[config.mk]
export PLATFORM = sky130hd
export DESIGN_NAME = cordic_iter_engine_flat
export DESIGN_NICKNAME = d
export VERILOG_FILES = /design/src/rtl/cordic_iter_engine_if.sv /design/src/rtl/cordic_iter_engine.sv /design/src/flat_wrapper.sv
export SDC_FILE = /design/constraint.sdc
export NUM_CORES = 1
export LEC_CHECK = 0
export BUFFER_PORTS_ARGS = -buffer_cell sky130_fd_sc_hd__buf_2
export CAP_MARGIN = 20
export CORE_MARGIN = 2
export CORE_UTILIZATION = 40
export CTS_CLUSTER_DIAMETER = 40
export DETAILED_ROUTE_END_ITERATION = 10
export PLACE_DENSITY_LB_ADDON = 0.3
export SETUP_SLACK_MARGIN = 0.3
export SLEW_MARGIN = 10
export SYNTH_ARGS = -nofsm -noshare
export SYNTH_HDL_FRONTEND = slang
export SYNTH_SLANG_ARGS = --single-unit
[constraint.sdc]
create_clock -name clk -period 5.1 [get_ports clk]
set_clock_uncertainty 0.2 [all_clocks]
set_input_delay 0.255 -clock clk [delete_from_list [all_inputs] [get_ports clk]]
set_output_delay 0.255 -clock clk [all_outputs]
set_load 0.01 [all_outputs]
[src/rtl/cordic_iter_engine_if.sv]
// ---------------------------------------------------------------------------
// cordic_iter_engine_if
//
// Purpose: bundles the angle-in and result-out handshakes of the iterative
// CORDIC engine into one port.
//
// Signals:
//   in_valid  - upstream presents an angle
//   in_ready  - engine can take an angle (IDLE only)
//   angle_in  - signed Q2.19 angle in radians
//   out_valid - result valid, held until out_ready
//   out_ready - downstream takes the result
//   cos_out   - signed Q2.19 cosine (final x)
//   sin_out   - signed Q2.19 sine (final y), only with CORDIC_SIN_OUT_EN
//   busy      - engine is iterating
//
// Modports: master = the surrounding pipeline (drives in_valid/angle_in and
// out_ready); slave = the engine itself.
// Build option: CORDIC_SIN_OUT_EN adds sin_out.
// ---------------------------------------------------------------------------
interface cordic_iter_engine_if;
  logic               in_valid;
  logic               in_ready;
  logic signed [20:0] angle_in;
  logic               out_valid;
  logic               out_ready;
  logic signed [20:0] cos_out;
`ifdef CORDIC_SIN_OUT_EN
  logic signed [20:0] sin_out;
`endif
  logic               busy;

  modport master (
    output in_valid,
    output angle_in,
    output out_ready,
    input  in_ready,
    input  out_valid,
    input  cos_out,
`ifdef CORDIC_SIN_OUT_EN
    input  sin_out,
`endif
    input  busy
  );

  modport slave (
    input  in_valid,
    input  angle_in,
    input  out_ready,
    output in_ready,
    output out_valid,
    output cos_out,
`ifdef CORDIC_SIN_OUT_EN
    output sin_out,
`endif
    output busy
  );
endinterface

[src/rtl/cordic_iter_engine.sv]
// ---------------------------------------------------------------------------
// cordic_iter_engine
//
// Purpose: iterative rotation-mode CORDIC for the cosine accelerator. One
// angle is taken over a valid/ready handshake, seeded as x = K_INIT, y = 0,
// z = clamp(angle), then one micro-rotation is applied per clock for
// ITERATIONS clocks. The final x (and optionally y) is held on the output
// handshake until the downstream stage takes it.
//
// Ports:
//   clk   - system clock, rising edge
//   reset - asynchronous, active-high; clears all state
//   bus   - cordic_iter_engine_if.slave (angle in, result out, busy)
//
// Parameters:
//   ITERATIONS - micro-rotations per angle, legal 1..16 (4-bit index)
//   K_INIT     - gain compensation seed, 0.6072529 in Q2.19
//
// Build option: CORDIC_SIN_OUT_EN drives sin_out with the final y.
//
// Timing: out_valid rises on the same edge that applies the last rotation,
// i.e. on the (ITERATIONS+1)-th edge counting the accept edge as the first.
// With out_ready held high one angle is taken every ITERATIONS+2 cycles.
// ---------------------------------------------------------------------------
module cordic_iter_engine #(
  parameter int                 ITERATIONS = 16,
  parameter logic signed [20:0] K_INIT     = 21'sd318375
) (
  input  logic                clk,
  input  logic                reset,
  cordic_iter_engine_if.slave bus
);

  localparam logic signed [20:0] HALF_PI  = 21'sd823550;
  localparam logic [3:0]         LAST_IDX = 4'(ITERATIONS - 1);

  // atan(2^-i) in Q2.19, rounded to nearest
  localparam logic signed [20:0] ATAN [16] = '{
    21'sd411775, 21'sd243084, 21'sd128439, 21'sd65198,
    21'sd32725,  21'sd16379,  21'sd8191,   21'sd4096,
    21'sd2048,   21'sd1024,   21'sd512,    21'sd256,
    21'sd128,    21'sd64,     21'sd32,     21'sd16
  };

  typedef enum logic [1:0] {IDLE, ROTATE, DONE} state_t;

  state_t             state_q, state_d;
  logic signed [20:0] x_q, x_d;
  logic signed [20:0] y_q, y_d;
  logic signed [20:0] z_q, z_d;
  logic [3:0]         idx_q, idx_d;
  logic               in_ready_q, in_ready_d;
  logic               out_valid_q, out_valid_d;
  logic               busy_q, busy_d;

  logic signed [20:0] x_rot, y_rot, z_rot;
  logic signed [20:0] angle_clamped;

  // Angles beyond +/-pi/2 are pinned to the edge of CORDIC convergence.
  always_comb begin
    angle_clamped = bus.angle_in;
    if (bus.angle_in > HALF_PI) begin
      angle_clamped = HALF_PI;
    end else if (bus.angle_in < -HALF_PI) begin
      angle_clamped = -HALF_PI;
    end
  end

  // Single micro-rotation; z >= 0 rotates positive. Sums wrap at 21 bits.
  always_comb begin
    x_rot = x_q;
    y_rot = y_q;
    z_rot = z_q;
    if (z_q >= 0) begin
      x_rot = x_q - (y_q >>> idx_q);
      y_rot = y_q + (x_q >>> idx_q);
      z_rot = z_q - ATAN[idx_q];
    end else begin
      x_rot = x_q + (y_q >>> idx_q);
      y_rot = y_q - (x_q >>> idx_q);
      z_rot = z_q + ATAN[idx_q];
    end
  end

  // Next-state and registered-output logic. out_valid is raised together
  // with the final rotation so the result appears on the DONE entry edge.
  always_comb begin
    state_d     = state_q;
    x_d         = x_q;
    y_d         = y_q;
    z_d         = z_q;
    idx_d       = idx_q;
    in_ready_d  = in_ready_q;
    out_valid_d = out_valid_q;
    busy_d      = busy_q;
    case (state_q)
      IDLE: begin
        if (bus.in_valid && in_ready_q) begin
          state_d    = ROTATE;
          x_d        = K_INIT;
          y_d        = '0;
          z_d        = angle_clamped;
          idx_d      = '0;
          in_ready_d = 1'b0;
          busy_d     = 1'b1;
        end
      end
      ROTATE: begin
        x_d   = x_rot;
        y_d   = y_rot;
        z_d   = z_rot;
        idx_d = idx_q + 4'd1;
        if (idx_q == LAST_IDX) begin
          state_d     = DONE;
          busy_d      = 1'b0;
          out_valid_d = 1'b1;
        end
      end
      DONE: begin
        if (bus.out_ready) begin
          state_d     = IDLE;
          out_valid_d = 1'b0;
          in_ready_d  = 1'b1;
        end
      end
      default: begin
        state_d     = IDLE;
        in_ready_d  = 1'b1;
        out_valid_d = 1'b0;
        busy_d      = 1'b0;
      end
    endcase
  end

  always_ff @(posedge clk or posedge reset) begin
    if (reset) begin
      state_q     <= IDLE;
      x_q         <= '0;
      y_q         <= '0;
      z_q         <= '0;
      idx_q       <= '0;
      in_ready_q  <= 1'b1;
      out_valid_q <= 1'b0;
      busy_q      <= 1'b0;
    end else begin
      state_q     <= state_d;
      x_q         <= x_d;
      y_q         <= y_d;
      z_q         <= z_d;
      idx_q       <= idx_d;
      in_ready_q  <= in_ready_d;
      out_valid_q <= out_valid_d;
      busy_q      <= busy_d;
    end
  end

  // x/y only change in ROTATE, so they are stable while out_valid is high.
  assign bus.in_ready  = in_ready_q;
  assign bus.out_valid = out_valid_q;
  assign bus.busy      = busy_q;
  assign bus.cos_out   = x_q;
`ifdef CORDIC_SIN_OUT_EN
  assign bus.sin_out   = y_q;
`endif

endmodule

[src/flat_wrapper.sv]
// flat-port wrapper written by rule: the top's interface ports become plain ports
module cordic_iter_engine_flat 
#(
  parameter int                 ITERATIONS = 16,
  parameter logic signed [20:0] K_INIT     = 21'sd318375
)
  (clk, reset, bus_in_valid, bus_angle_in, bus_out_ready, bus_in_ready, bus_out_valid, bus_cos_out, bus_busy);
  cordic_iter_engine_if bus_i ();
  input  logic clk;
  input  logic reset;
  input wire logic [$bits(bus_i.in_valid)-1:0] bus_in_valid;
  input wire logic [$bits(bus_i.angle_in)-1:0] bus_angle_in;
  input wire logic [$bits(bus_i.out_ready)-1:0] bus_out_ready;
  output wire logic [$bits(bus_i.in_ready)-1:0] bus_in_ready;
  output wire logic [$bits(bus_i.out_valid)-1:0] bus_out_valid;
  output wire logic [$bits(bus_i.cos_out)-1:0] bus_cos_out;
  output wire logic [$bits(bus_i.busy)-1:0] bus_busy;
  assign bus_i.in_valid = bus_in_valid;
  assign bus_i.angle_in = bus_angle_in;
  assign bus_i.out_ready = bus_out_ready;
  assign bus_in_ready = bus_i.in_ready;
  assign bus_out_valid = bus_i.out_valid;
  assign bus_cos_out = bus_i.cos_out;
  assign bus_busy = bus_i.busy;
  cordic_iter_engine #(.ITERATIONS(ITERATIONS), .K_INIT(K_INIT)) u_core (.clk(clk), .reset(reset), .bus(bus_i));
endmodule
### After elaboration in Yosys (flattened, before gate mapping)

Memory sizes are Yosys's and may differ from the RTL's.
Cells that the tools add are included.

| operators by class | value |
|---|---|
| $add $sub $neg | 7 |
| $lt $le $gt $ge | 4 |
| eq/ne operators | 6 |
| shifts and indexed selects | 2 |
| muxes and demuxes | 28 |
| bitwise operators | 4 |
| reductions and logical operators | 8 |

Operator list:

| cell | count |
|---|---|
| two-way mux 21 bit | 10 |
| one-hot mux 21 bit (2 select lines) | 3 |
| adder 21 bit | 3 |
| subtractor 21 bit | 3 |
| >>> shifter 21 x 4 -> 21 bit | 2 |
| >= comparator 21 x 1 -> 1 bit, second input constant | 1 |
| greater-than comparator 21 bit, second input constant | 1 |
| < comparator 21 bit, second input constant | 1 |
| AND reduction 3 bit | 4 |
| one-hot mux 1 bit (3 select lines) | 3 |
| one-hot mux 4 bit (2 select lines) | 1 |
| two-way mux 1 bit | 6 |
| two-way mux 2 bit | 3 |
| one-hot mux 2 bit (3 select lines) | 1 |
| >= comparator 5 bit, second input constant | 1 |
| inverter 4 -> 5 bit | 1 |
| adder 4 x 1 -> 4 bit, second input constant | 1 |
| == test 4 bit, second input constant | 1 |
| two-way mux 4 bit | 1 |
| != test 2 x 1 -> 1 bit, second input constant | 2 |
| inverter 1 bit | 3 |
| == test 2 x 1 -> 1 bit, second input constant | 1 |
| == test 2 bit, second input constant | 1 |
| zero test 2 bit | 1 |
| other kinds (4) | 4 |

| storage, ports and cells | value |
|---|---|
| register bits after elaboration | 72 |
| ROM bits | 336 |
| bits of input ports | 25 |
| output and inout bits | 24 |
| logic and storage cells | 68 |
| memories | 1 |

Memories:

| name | depth | bits a word | rd ports | clocked after Yosys merged registers in | write ports | line | source |
|---|---|---|---|---|---|---|---|
| (no name shown) | 16 | 21 | 1 | 0 | 0 | cordic_iter_engine.sv:77 | `z_rot = z_q - ATAN[idx_q];` |

### Depth between registers and ports, before layout

Gate-level depths: netlist of run 1.

| depth | value |
|---|---|
| word-level depth | 7 |
| depth in mapped cells | 26 |
| depth with buffers taken out | 21 |

### Worst setup path after synthesis of run 1

No wires, ideal clock.

| timing | value |
|---|---|
| path kind | register -> register |
| start point | register u_core.idx_q[1] |
| end point | register u_core.y_q[20] |
| setup time | 0.080 ns |
| data arrival time | 5.274 ns |
| required time | 4.820 ns |
| path slack | -0.454 ns |
| stages on the path, launching flop included | 23 |
| buffers on the path | 5 |
| period minus slack after synthesis | 5.554 ns |
| path through | dfrtp_1 > buf_6 > buf_6 > buf_2 > buf_2 > buf_1 > mux4_2 > mux2_2 > mux2i_1 > ha_1 > o21ai_1 > o21ai_0 > xor2_1 > ha_1 > or2_2 > a21oi_1 > a311oi_1 > a2111oi_0 > nor3_1 > a2111o_1 > a31o_1 > and2_4 > o211ai_2 |

| on the way | value |
|---|---|
| longest elaborated chain between the ends | 4 |
| elaborated cells between the ends (all ways) | 5 |
| those cells by class | add/sub (2); shift (1); mux (2) |

Ends and longest elaborated chain:

| item | line | source |
|---|---|---|
| start, declared | cordic_iter_engine.sv:51 | `logic [3:0] idx_q, idx_d;` |
| start signal, assigned | cordic_iter_engine.sv:150 | `idx_q <= idx_d;` |
| >>> shifter 21 x 4 -> 21 bit * | cordic_iter_engine.sv:76, cordic_iter_engine.sv:80 |  |
| subtractor 21 bit or adder 21 bit (tied branches) | cordic_iter_engine.sv:80, cordic_iter_engine.sv:76 |  |
| two-way mux 21 bit * | cordic_iter_engine.sv:74 | `if (z_q >= 0) begin` |
| one-hot mux 21 bit (2 select lines) * | cordic_iter_engine.sv:96 | `case (state_q)` |
| end signal, assigned | cordic_iter_engine.sv:148 | `y_q <= y_d;` |
| end, declared | cordic_iter_engine.sv:49 | `logic signed [20:0] y_q, y_d;` |

Mark *: on every way between the ends. The rest lies on a longest branch, timed or not.
A chain may end at the register's enable or synchronous reset.

### Worst setup path after layout of run 1

Same ends and word-level chain as after synthesis.

==> results of run 1 <==
-- worst max-delay path by stage --
stage	start	cells past startpoint	end
2_1_floorplan	u_core.idx_q[1]	21	u_core.y_q[20]
6_report	u_core.idx_q[1]	20	u_core.y_q[20]
4_1_cts	u_core.idx_q[1]	19	u_core.y_q[20]
3_3_place_gp	u_core.idx_q[0]	20	u_core.bus.cos_out[20]
3_5_place_dp	u_core.idx_q[0]	20	u_core.bus.cos_out[20]
5_1_grt	u_core.idx_q[1]	22	u_core.y_q[20]
-- flip-flops by register name (all words and copies together), names as in the netlist --
| register | flops |
|---|---|
| u_core.bus.busy | 1 |
| u_core.bus.cos_out | 21 |
| u_core.bus.in_ready | 1 |
| u_core.bus.out_valid | 1 |
| u_core.idx_q | 4 |
| u_core.state_q | 2 |
| u_core.y_q | 21 |
| u_core.z_q | 21 |
-- power by group through the flow --
stage | Sequential, mW | Clock [mW] | Combinational (mW)
2_1_floorplan | 0.582 | 0 | 0.0258
3_3_place_gp | 0.582 | 0 | 0.0509
3_5_place_dp | 0.582 | 0 | 0.0516
4_1_cts | 0.570 | 0.680 | 0.0549
5_1_grt | 0.570 | 0.712 | 0.0621
6_report | 0.570 | 0.673 | 0.0547
-- layer usage --
| metal | vias to the layer above | routed length, µm |
|---|---|---|
| met3 | 76 | 2140 |
| met1 | 5009 | 15120 |
| li1 | 4732 | - |
| met4 | 0 | 1203 |
| met5 | - | 0 |
| met2 | 412 | 15170 |
-- cells by family after synthesis --
logic type	count (synthesis)	synth area share
compound gates	373	0.2488
xor+xnor	94	0.08335
fa+ha+maj	78	0.1011
buf+inv	109	0.04788
flops	72	0.1825
mux	100	0.1587
simple gates	361	0.1776
-- per-stage QoR --
stage               cells  total power [mW]  hold slack [ns]
finish               1655             1.298          0.04273
global route         1655             1.344          0.06798
CTS                  1614             1.306          0.03673
detailed placement   1574            0.6333           0.1633
global placement     1574            0.6326           0.1628
floorplan            1187            0.6076           0.1884
-- final cells by class --
type | count | area share
multi-input cells | 1006 | 0.6674
flip-flops and latches | 72 | 0.1428
inverters | 38 | 0.01232
clock inverters | 7 | 0.005419
well taps | 324 | 0.03192
repair buffers | 199 | 0.1225
clock buffers | 9 | 0.01774
-- worst max-delay path, cell delays in order (launching register included) --
cell and delay [ns]:
sky130_fd_sc_hd__dfrtp_4 0.52, sky130_fd_sc_hd__buf_12 0.16, sky130_fd_sc_hd__buf_12 0.14, sky130_fd_sc_hd__mux4_2 0.49, sky130_fd_sc_hd__mux2_2 0.32, sky130_fd_sc_hd__mux2i_4 0.17
sky130_fd_sc_hd__nand3_2 0.10, sky130_fd_sc_hd__nand3b_1 0.29, sky130_fd_sc_hd__buf_4 0.21, sky130_fd_sc_hd__nand2_2 0.06, sky130_fd_sc_hd__xnor2_2 0.15, sky130_fd_sc_hd__ha_4 0.26
sky130_fd_sc_hd__and3_4 0.16, sky130_fd_sc_hd__a21oi_4 0.18, sky130_fd_sc_hd__a311oi_4 0.17, sky130_fd_sc_hd__a2111oi_4 0.47, sky130_fd_sc_hd__nor3_2 0.07, sky130_fd_sc_hd__a2111o_1 0.32
sky130_fd_sc_hd__a31o_1 0.21, sky130_fd_sc_hd__and2_4 0.16, sky130_fd_sc_hd__o211ai_2 0.12
-- cell usage after synthesis, types with 5 or more instances --
| master | count | area (µm²) |
|---|---|---|
| sky130_fd_sc_hd__o22ai_1 | 9 | 56.30 |
| sky130_fd_sc_hd__dfrtp_1 | 71 | 1777 |
| sky130_fd_sc_hd__nand3_1 | 23 | 115.1 |
| sky130_fd_sc_hd__a2111o_1 | 5 | 56.30 |
| sky130_fd_sc_hd__xnor2_1 | 47 | 411.6 |
| sky130_fd_sc_hd__buf_6 | 5 | 56.30 |
| sky130_fd_sc_hd__nor2_1 | 86 | 322.8 |
| sky130_fd_sc_hd__o21ai_0 | 76 | 380.4 |
| sky130_fd_sc_hd__nand4_1 | 12 | 75.07 |
| sky130_fd_sc_hd__buf_2 | 11 | 55.05 |
| sky130_fd_sc_hd__o31ai_1 | 12 | 90.09 |
| sky130_fd_sc_hd__a21oi_1 | 103 | 515.5 |
| sky130_fd_sc_hd__inv_1 | 35 | 131.4 |
| sky130_fd_sc_hd__clkbuf_1 | 43 | 161.4 |
| sky130_fd_sc_hd__nor3_1 | 20 | 100.1 |
| sky130_fd_sc_hd__mux4_2 | 40 | 900.9 |
| sky130_fd_sc_hd__a22oi_1 | 6 | 45.04 |
| sky130_fd_sc_hd__a31o_2 | 5 | 43.79 |
| sky130_fd_sc_hd__nand2_1 | 116 | 435.4 |
| sky130_fd_sc_hd__a211o_1 | 8 | 70.07 |
| sky130_fd_sc_hd__or3_1 | 8 | 50.05 |
| sky130_fd_sc_hd__o211ai_1 | 10 | 75.07 |
| sky130_fd_sc_hd__buf_1 | 8 | 30.03 |
| sky130_fd_sc_hd__a211oi_1 | 11 | 82.58 |
| sky130_fd_sc_hd__and2_1 | 10 | 62.56 |
| sky130_fd_sc_hd__a31oi_1 | 23 | 143.9 |
| sky130_fd_sc_hd__and3_1 | 12 | 75.07 |
| sky130_fd_sc_hd__o221ai_1 | 8 | 70.07 |
| sky130_fd_sc_hd__nor2b_1 | 14 | 87.58 |
| sky130_fd_sc_hd__ha_1 | 75 | 938.4 |
| sky130_fd_sc_hd__o21bai_1 | 5 | 37.54 |
| sky130_fd_sc_hd__mux2_2 | 18 | 202.7 |
| sky130_fd_sc_hd__or2_2 | 8 | 50.05 |
| sky130_fd_sc_hd__a21o_1 | 26 | 195.2 |
| sky130_fd_sc_hd__xor2_1 | 47 | 411.6 |
| sky130_fd_sc_hd__o21a_1 | 12 | 90.09 |
| sky130_fd_sc_hd__a32o_1 | 5 | 50.05 |
| sky130_fd_sc_hd__mux2i_1 | 37 | 370.4 |
| sky130_fd_sc_hd__a22o_1 | 8 | 70.07 |
| sky130_fd_sc_hd__nand2b_1 | 25 | 156.4 |
-- timing repair --
item / in CTS / in global routing
endpoints found under the hold margin: 34 / 0
pin swaps: 15 / 66
endpoints found under the setup margin: 19 / 29
setup buffers: 19 / 40
hold buffers: 5 / 0
gates cloned: 0 / 1
gates resized for setup: 45 / 134
==> parameters.txt, run 1 <==
Parameter                              Value

Outcome
  Run status ... finished clean

Yosys
  Post-synth ARST share ... 1.000
  Seq cells post-synth ... 72
  Post-synthesis cell count ... 1,187
  Predominant post-synthesis flop cell ... sky130_fd_sc_hd__dfrtp_1
  Number of warnings reported in the yosys synthesis log ... 0
  Cell area after synthesis ... 9877 µm²
  Sequential share of the synthesized area ... 0.1825
  Yosys cell types ... 86
  Post-synth EDFFs ... 0
  Mean instance size in the synthesized netlist ... 8.321 µm²
  Total nets after synthesis ... 1,290

GRT
  Initial antenna violation count ... 0
  Residual overflow from global routing ... 0
  Global routing met1 resource utilization ... 0.3598
  Via count of the first global-routing pass ... 9,501
  Met3 track utilization from global routing ... 0.03647
  First-pass GRT wire length ... 52.06 mm
  Routing layer with the top usage in global route ... met2
  Overall routing resource usage ... 0.2508
  Pin count of the biggest net entering global routing ... 57
  Met2 Usage GRT ... 0.3894

Final layout
  Fraction of final layout cells with drive strength greater than 1 ... 0.3253
  Flip-flop and latch area ... 1813 µm²
  Fill cells ... 2,212
  Most used cells in the layout excluding fill and tap cells ... sky130_fd_sc_hd__buf_4 (129), sky130_fd_sc_hd__nand2_1 (113), sky130_fd_sc_hd__nor2_1 (79), sky130_fd_sc_hd__a21oi_1 (75), sky130_fd_sc_hd__dfrtp_1 (67)
  Leading cell type in the layout, fill and taps excluded ... sky130_fd_sc_hd__buf_4
  Post-route standard cell area excluding fillers ... 12,700 µm²
  Diode count ... 0
  Nets@finish ... 1,429
  Post-layout utilization of the core ... 0.5237
  Synthesis-to-layout area growth ... 28.57%
  Area occupied by multi-input gates ... 8474 µm²

Power
  Sw Ratio ... 0.2793
  Pwr per Cell Area ... 102.2 nW/µm²
  Switching power summed over all nets ... 362.5 µW
  Flop pwr share ... 0.439
  Cell Int Power ... 935.5 µW
  Leakage dissipation ... 5.646 nW
  Relative contribution of the clock network to total power ... 0.518
  Peak supply drop ... 0.1429 mV
  Comb pwr share ... 0.042

CTS
  Clk slew on worst S/H paths ... 0.07 ns
  Clock root buffer ... sky130_fd_sc_hd__clkbuf_16
  Clock latency on the worst-skew pair ... 0.37 ns
  Largest buffer count on any clock path ... 2
  Num CTS Buffers ... 9
  Number of sinks driven by the clock tree ... 72
  Clock tree from TritonCTS ... built
  H-tree level count ... 3

Detailed routing
  Post-Route WL ... 33.64 mm
  Detail Route Antenna Nets ... 0
  DRT iter0 DRCs ... 813
  Routed wirelength normalized by instance count ... 20.32 µm
  Count of unresolved DRC violations after routing ... 0
  Via total after detailed routing ... 10,230
  Vias per cell ... 6.181
  Length of the first detailed-routing pass in iterations ... 5

Worst hold path
  Sink of the worst hold path ... u_core.z_q[5]
  Worst min-delay path startpoint ... bus_angle_in[5]
  Type of the most critical hold path ... input port to flop
  Hold path depth ... 3

Timing
  RSZ-0062 raised after global routing ... yes
  Tcrit/Tclk final ... 0.9814
  FMAX ... 199.8 MHz
  Number of pins exceeding their max-slew limit in the final report ... 0
  Slew headroom ... 0.3999
  # setup viols final ... 0
  Worst Slack Setup Final ... 0.09466 ns
  Aggregate negative setup slack ... 0 ns
  Slew at the pin closest to its max-slew limit ... 0.8968 ns
  Number of endpoints with negative hold slack in the final report ... 0
  Shortest clock period the worst path allows after layout ... 5.005 ns

Setup path
  Critical register-to-register path endpoint ... u_core.y_q[20]
  Critical path capture point type ... flop
  Launch instance of the worst register-to-register path ... u_core.idx_q[1]
  Startpoint Class ... flop
  Maximum fanout along the worst path ... 10
  Critical path data required time ... 5.18 ns
  Arrival @ worst endpoint ... 5.08 ns
  Path type of the worst setup path ... flop to flop
  Reg2reg path depth ... 20
  Slack of the worst reg-to-reg path ... 0.09 ns

Placed design
  Half-perimeter wire length after placement ... 23.41 mm
  Placer Congestion ... 0.9382
  Number of buffer cells added on primary ports ... 48
  Setup Slack @ Placement ... -0.09032 ns
  Post-Place Cell Area ... 11,030 µm²

Floorplan
  Area of the die ... 25,970 µm²
  Core region area ... 24,250 µm²
  Height of the die ... 161.1 µm
  Horizontal die dimension ... 161.1 µm
  Top Ports ... 49
  Count of standard-cell rows ... 57
  Starting utilization of the core area ... 0.4073

Run
  Maximum capacitance violations ... 0
No activity file was read; power rests on OpenSTA's default activity.
==> inputs of run 2 (changes only) <==
- SETUP_SLACK_MARGIN: 0.3 -> unset
==> run 2 against run 1 <==
First-iteration DRC count rose by 23%. Sequential power barely moved. Setup slack got worse by 0.023 ns. Wire length fell by 0.67%. Highest routed layer unchanged. Combinational power fell by 3%. Flip-flop and latch count did not move. Critical path depth did not move. Final area fell by 0.74%. Via count rose by 0.31%.
==> parameters.txt, run 2 (synthesis gave the netlist of run 1 again) <==
Parameter                              Value

Outcome
  Run status ... finished clean

GRT
  Initial antenna violation count ... 0
  First-pass GRT wire length ... 52.96 mm
  Pin count of the biggest net entering global routing ... 58
  Via count of the first global-routing pass ... 9,676
  Overall routing resource usage ... 0.2534
  Residual overflow from global routing ... 0

Setup path
  Critical Path Slowest Stage Cell ... sky130_fd_sc_hd__mux4_2
  Critical path capture point type ... flop
  Arrival @ worst endpoint ... 5.11 ns
  Cells along the critical path ... buf_6 > buf_6 > mux4_2 > mux2_4 > mux2i_2 > nand3_1 > nand3b_1 > nand2_1 > xnor2_1 > ha_1 > and3_4 > a21oi_4 > a311oi_2 > buf_4 > a2111oi_4 > nor3_1 > a2111o_1 > a31o_1 > and2_4 > o211ai_2
  Maximum fanout along the worst path ... 7
  Startpoint Class ... flop
  Path type of the worst setup path ... flop to flop
  Worst path max stage delay ... 0.58 ns
  Critical path data required time ... 5.18 ns
  Cell mode on critical path ... sky130_fd_sc_hd__buf_6

Final layout
  Fraction of final layout cells with drive strength greater than 1 ... 0.3015
  Post-layout utilization of the core ... 0.5198
  Fill cells ... 2,245
  Post-route standard cell area excluding fillers ... 12,600 µm²
  Leading cell type in the layout, fill and taps excluded ... sky130_fd_sc_hd__buf_4
  Synthesis-to-layout area growth ... 27.62%
  Nets@finish ... 1,471
  Diode count ... 0
  Most used cells in the layout excluding fill and tap cells ... sky130_fd_sc_hd__buf_4 (176), sky130_fd_sc_hd__nand2_1 (114), sky130_fd_sc_hd__a21oi_1 (89), sky130_fd_sc_hd__nor2_1 (83), sky130_fd_sc_hd__ha_1 (71)

Detailed routing
  Wire length on met1 ... 15.19 mm
  Post-Route WL ... 33.41 mm
  Met2 WL post-DR ... 15.34 mm
  Count of unresolved DRC violations after routing ... 0
  DRT iter0 DRCs ... 1,001
  Detail Route Antenna Nets ... 0
  Uppermost layer routed ... met4
  Via total after detailed routing ... 10,260
  Length of the first detailed-routing pass in iterations ... 5
  Met3 wirelength from detailed routing ... 2.170 mm
  Routed wirelength normalized by instance count ... 19.69 µm
  Vias per cell ... 6.047

Floorplan
  Core region area ... 24,250 µm²
  Height of the die ... 161.1 µm
  Count of standard-cell rows ... 57
  Top Ports ... 49
  Starting utilization of the core area ... 0.4073
  Horizontal die dimension ... 161.1 µm
  Area of the die ... 25,970 µm²

Placed design
  Half-perimeter wire length after placement ... 24.18 mm
  Post-Place Cell Area ... 11,550 µm²
  Number of buffer cells added on primary ports ... 48
  Placer Congestion ... 0.9271
  Setup Slack @ Placement ... -0.2845 ns

CTS
  Clock tree from TritonCTS ... built
  Largest buffer count on any clock path ... 2
  Clk slew on worst S/H paths ... 0.07 ns
  H-tree level count ... 3
  Clock latency on the worst-skew pair ... 0.36 ns
  Clock root buffer ... sky130_fd_sc_hd__clkbuf_16
  Number of sinks driven by the clock tree ... 72
  Num CTS Buffers ... 9

Run
  Maximum capacitance violations ... 0

Power
  Peak supply drop ... 0.1503 mV
  Pwr per Cell Area ... 108.8 nW/µm²
  Leakage dissipation ... 5.784 nW

Timing
  Slew at the pin closest to its max-slew limit ... 1.076 ns
  Tcrit/Tclk final ... 0.9860
  Number of pins exceeding their max-slew limit in the final report ... 0
  Hold Slack ... 0.02297 ns
  Shortest clock period the worst path allows after layout ... 5.028 ns
  RSZ-0062 raised after global routing ... yes
  Slew headroom ... 0.2829
  Number of endpoints with negative hold slack in the final report ... 0
  FMAX ... 198.9 MHz
  Worst Slack Setup Final ... 0.07156 ns
  Aggregate negative setup slack ... 0 ns
  # setup viols final ... 0

Worst hold path
  Type of the most critical hold path ... input port to flop
run 2: cell types whose count changed in the layout (fill, tap and decap cells not counted), moves of 5 or more:
cell,delta
sky130_fd_sc_hd__ha_1,+8
sky130_fd_sc_hd__a21oi_2,-14
sky130_fd_sc_hd__o21ai_2,-8
sky130_fd_sc_hd__mux2i_1,+5
sky130_fd_sc_hd__o21ai_0,+5
sky130_fd_sc_hd__a21oi_1,+14
sky130_fd_sc_hd__buf_4,+47
run 2: final cells by class:
type                       instances  area, µm²  share of cell area
clock buffer                      12      256.5             0.02035
inverter                          38      147.6             0.01171
timing repair buffer             241       1831              0.1452
sequential                        72       1813              0.1438
clock inverter                     4      77.57            0.006154
multi-input combinational       1006       8074              0.6406
tap                              324      405.4             0.03216
run 2: path summary, 6_finish.rpt:
kind | start | end | slack [ns] | depth (start not counted)
hold / removal | bus_in_valid | u_core.bus.busy | 0.02 | 2
hold reg to reg | u_core.bus.out_valid | u_core.bus.out_valid | 0.29 | 1
max in group asynchronous | reset | u_core.idx_q[2] | 3.30 | 4
setup / recovery | u_core.idx_q[1] | u_core.y_q[20] | 0.07 | 20
min in group asynchronous | reset | u_core.z_q[19] | 0.38 | 3
setup reg to reg | u_core.idx_q[1] | u_core.y_q[20] | 0.07 | 20
run 2: worst max-delay path, delay by kind of cell, from the launching register on:
kind                       cells  cell delay [ns]
AOI/OAI and AO/OA              6             1.29
xor gates and xnor gates       1             0.15
adders and majority gates      1             0.30
buffers and inverters          3             0.46
DFF                            1             0.52
muxes                          3             1.06
and+or+nand+nor                6             0.99
run 2: where the power goes:
part           leakage [nW]  total (mW)  switching [mW]  internal (mW)
combinational          4.79      0.0531          0.0356         0.0175
clock                 0.163       0.748           0.290          0.458
sequential            0.835       0.571               0          0.571
total                  5.78        1.37           0.325           1.05
run 2: routing by layer:
metal / vias to the layer above / global-route usage
li1: 4824 / -
met1: 5011 / 0.3606
met2: 374 / 0.3999
met3: 52 / 0.03903
met4: 0 / 0.07021
met5: - / 0.005682
run 2: repair_timing:
action,in CTS,in global routing
setup endpoints to repair,6,18
hold endpoints to repair,42,0
setup buffers,6,14
pin swaps,12,43
gates cloned,1,1
resized for setup,25,77
hold buffers,4,0
run 2: stage by stage:
step,power (mW),std cells
after floorplan,0.6076,1187
after global placement,0.6324,1655
after detailed placement,0.6330,1655
after CTS,1.381,1682
after global routing,1.412,1697
final,1.372,1697
==> inputs of run 3 (changes only) <==
- RECOVER_POWER: unset -> 100
- REMOVE_ABC_BUFFERS: unset -> 1
==> run 3 against run 2 <==
The run now ends with capacitance limit, slew limit left. First-iteration DRC count down 19%. Global-route usage rose by 0.64 points. Total power is 2.5% higher.
==> parameters.txt, run 3 (synthesis gave the netlist of run 1 again) <==
Parameter                              Value

Detailed routing
  Met2 WL post-DR ... 16.52 mm
  Wire length on met1 ... 14.84 mm
  Uppermost layer routed ... met4
  Post-Route WL ... 34.37 mm
  Met3 wirelength from detailed routing ... 1.950 mm
  Count of unresolved DRC violations after routing ... 0
  Detail Route Antenna Nets ... 0
  Vias per cell ... 5.974
  Routed wirelength normalized by instance count ... 19.85 µm
  DRT iter0 DRCs ... 811
  Length of the first detailed-routing pass in iterations ... 5
  Via total after detailed routing ... 10,350

GRT
  First-pass GRT wire length ... 54.09 mm
  Pin count of the biggest net entering global routing ... 58
  Overall routing resource usage ... 0.2599
  Residual overflow from global routing ... 0
  Via count of the first global-routing pass ... 10,160
  Initial antenna violation count ... 0

Floorplan
  Horizontal die dimension ... 161.1 µm
  Count of standard-cell rows ... 57
  Core region area ... 24,250 µm²
  Area of the die ... 25,970 µm²
  Top Ports ... 49
  Starting utilization of the core area ... 0.4073
  Height of the die ... 161.1 µm

CTS
  Number of sinks driven by the clock tree ... 72
  Clk slew on worst S/H paths ... 0.07 ns
  Clock latency on the worst-skew pair ... 0.36 ns
  H-tree level count ... 3
  Num CTS Buffers ... 9
  Clock tree from TritonCTS ... built
  Clock root buffer ... sky130_fd_sc_hd__clkbuf_16
  Largest buffer count on any clock path ... 2

Power
  Pwr per Cell Area ... 109.6 nW/µm²
  Peak supply drop ... 0.1314 mV
  Leakage dissipation ... 5.846 nW

Final layout
  Diode count ... 0
  Nets@finish ... 1,506
  Post-route standard cell area excluding fillers ... 12,820 µm²
  Most used cells in the layout excluding fill and tap cells ... sky130_fd_sc_hd__buf_4 (198), sky130_fd_sc_hd__nand2_1 (112), sky130_fd_sc_hd__a21oi_1 (86), sky130_fd_sc_hd__nor2_1 (82), sky130_fd_sc_hd__ha_1 (70)
  Leading cell type in the layout, fill and taps excluded ... sky130_fd_sc_hd__buf_4
  Synthesis-to-layout area growth ... 29.82%
  Fraction of final layout cells with drive strength greater than 1 ... 0.3097

Setup path
  Critical path capture point type ... flop
  Path type of the worst setup path ... flop to flop
  Worst path max stage delay ... 0.52 ns
  Cells along the critical path ... buf_6 > buf_4 > mux4_2 > mux2_4 > mux2i_4 > buf_6 > nand3_2 > nand3b_1 > nand2_1 > xnor2_1 > ha_1 > and3_1 > a21oi_2 > a311oi_4 > a2111oi_4 > buf_4 > nor3_2 > a2111o_1 > a31o_1 > and2_4 > o211ai_2
  Critical path data required time ... 5.19 ns
  Slack of the worst reg-to-reg path ... 0.06 ns
  Arrival @ worst endpoint ... 5.12 ns
  Startpoint Class ... flop
  Maximum fanout along the worst path ... 6
  Critical Path Slowest Stage Cell ... sky130_fd_sc_hd__mux4_2

Placed design
  Placer Congestion ... 0.9850
  Post-Place Cell Area ... 11,770 µm²
  Half-perimeter wire length after placement ... 24.92 mm
  Number of buffer cells added on primary ports ... 48

Timing
  # setup viols final ... 0
  Slew headroom ... -0.4491
  RSZ-0062 raised after global routing ... yes
  Shortest clock period the worst path allows after layout ... 5.036 ns
  FMAX ... 198.6 MHz
  Number of pins exceeding their max-slew limit in the final report ... 75
  Aggregate negative setup slack ... 0 ns
  Tcrit/Tclk final ... 0.9875
  Slew at the pin closest to its max-slew limit ... 2.174 ns
  Number of endpoints with negative hold slack in the final report ... 0

Outcome
  Run status ... complete, but fails checks
  Failing checks ... capacitance limit, slew limit

Run
  Maximum capacitance violations ... 2

Worst hold path
  Type of the most critical hold path ... input port to flop
-- run 3: final cells by class --
type	instances	area [µm²]
fill	2276	11430
clock buffer	10	229.0
clock inverter	6	115.1
tap	324	405.4
inverter	38	146.4
multi-input combinational	1006	8134
timing repair buffer	276	1982
sequential	72	1810
-- run 3: routing by layer --
layer | up-vias | GRT usage
met3 | 80 | 0.04520
li1 | 4886 | -
met5 | - | 0
met2 | 358 | 0.4380
met4 | 0 | 0.09213
met1 | 5023 | 0.3362
-- run 3: worst max-delay path, delay by kind of cell, from the launching register on --
kind	cells	cell delay (ns)
DFF	1	0.48
muxes	3	1.04
adders and majority gates	1	0.29
buffers and inverters	4	0.58
and+or+nand+nor	6	0.87
xor gates and xnor gates	1	0.13
AOI/OAI and AO/OA	6	1.37
-- run 3: what timing repair did --
action,4_1_cts,5_1_grt
gates resized for setup,40,90
pin swaps,14,45
hold endpoints to repair,38,0
gates cloned,1,0
endpoints found under the setup margin,5,21
setup buffers,3,20
hold buffers,3,0
-- run 3: per-stage QoR --
stage               std cells    util  total power, mW  setup slack [ns]  hold WS [ns]
CTS                      1712  0.5089            1.418          -0.05525      0.004150
global placement         1689  0.4853           0.6338           -0.2612        0.2103
finish                   1732  0.5288            1.406           0.06367       0.01977
floorplan                1116       -           0.6074            -1.615        0.1884
global route             1732  0.5288            1.447           -0.1091       0.02721
detailed placement       1689  0.4853           0.6342           -0.4744        0.2203
-- run 3: final timing paths --
| path | startpoint | end | cells past startpoint |
|---|---|---|---|
| worst max-delay path | u_core.idx_q[1] | u_core.y_q[20] | 21 |
| worst max register to register | u_core.idx_q[1] | u_core.y_q[20] | 21 |
| min in group asynchronous | reset | u_core.y_q[13] | 3 |
| max in group asynchronous | reset | u_core.idx_q[1] | 4 |
| worst min-delay path | bus_angle_in[12] | u_core.z_q[12] | 3 |
| worst min register to register | u_core.bus.busy | u_core.bus.busy | 1 |
-- run 3: report_power, final --
part	switching [mW]	total, mW	internal (mW)
Combinational	0.0367	0.0534	0.0166
Clock	0.300	0.781	0.482
Sequential	0	0.571	0.571
Total	0.336	1.41	1.07
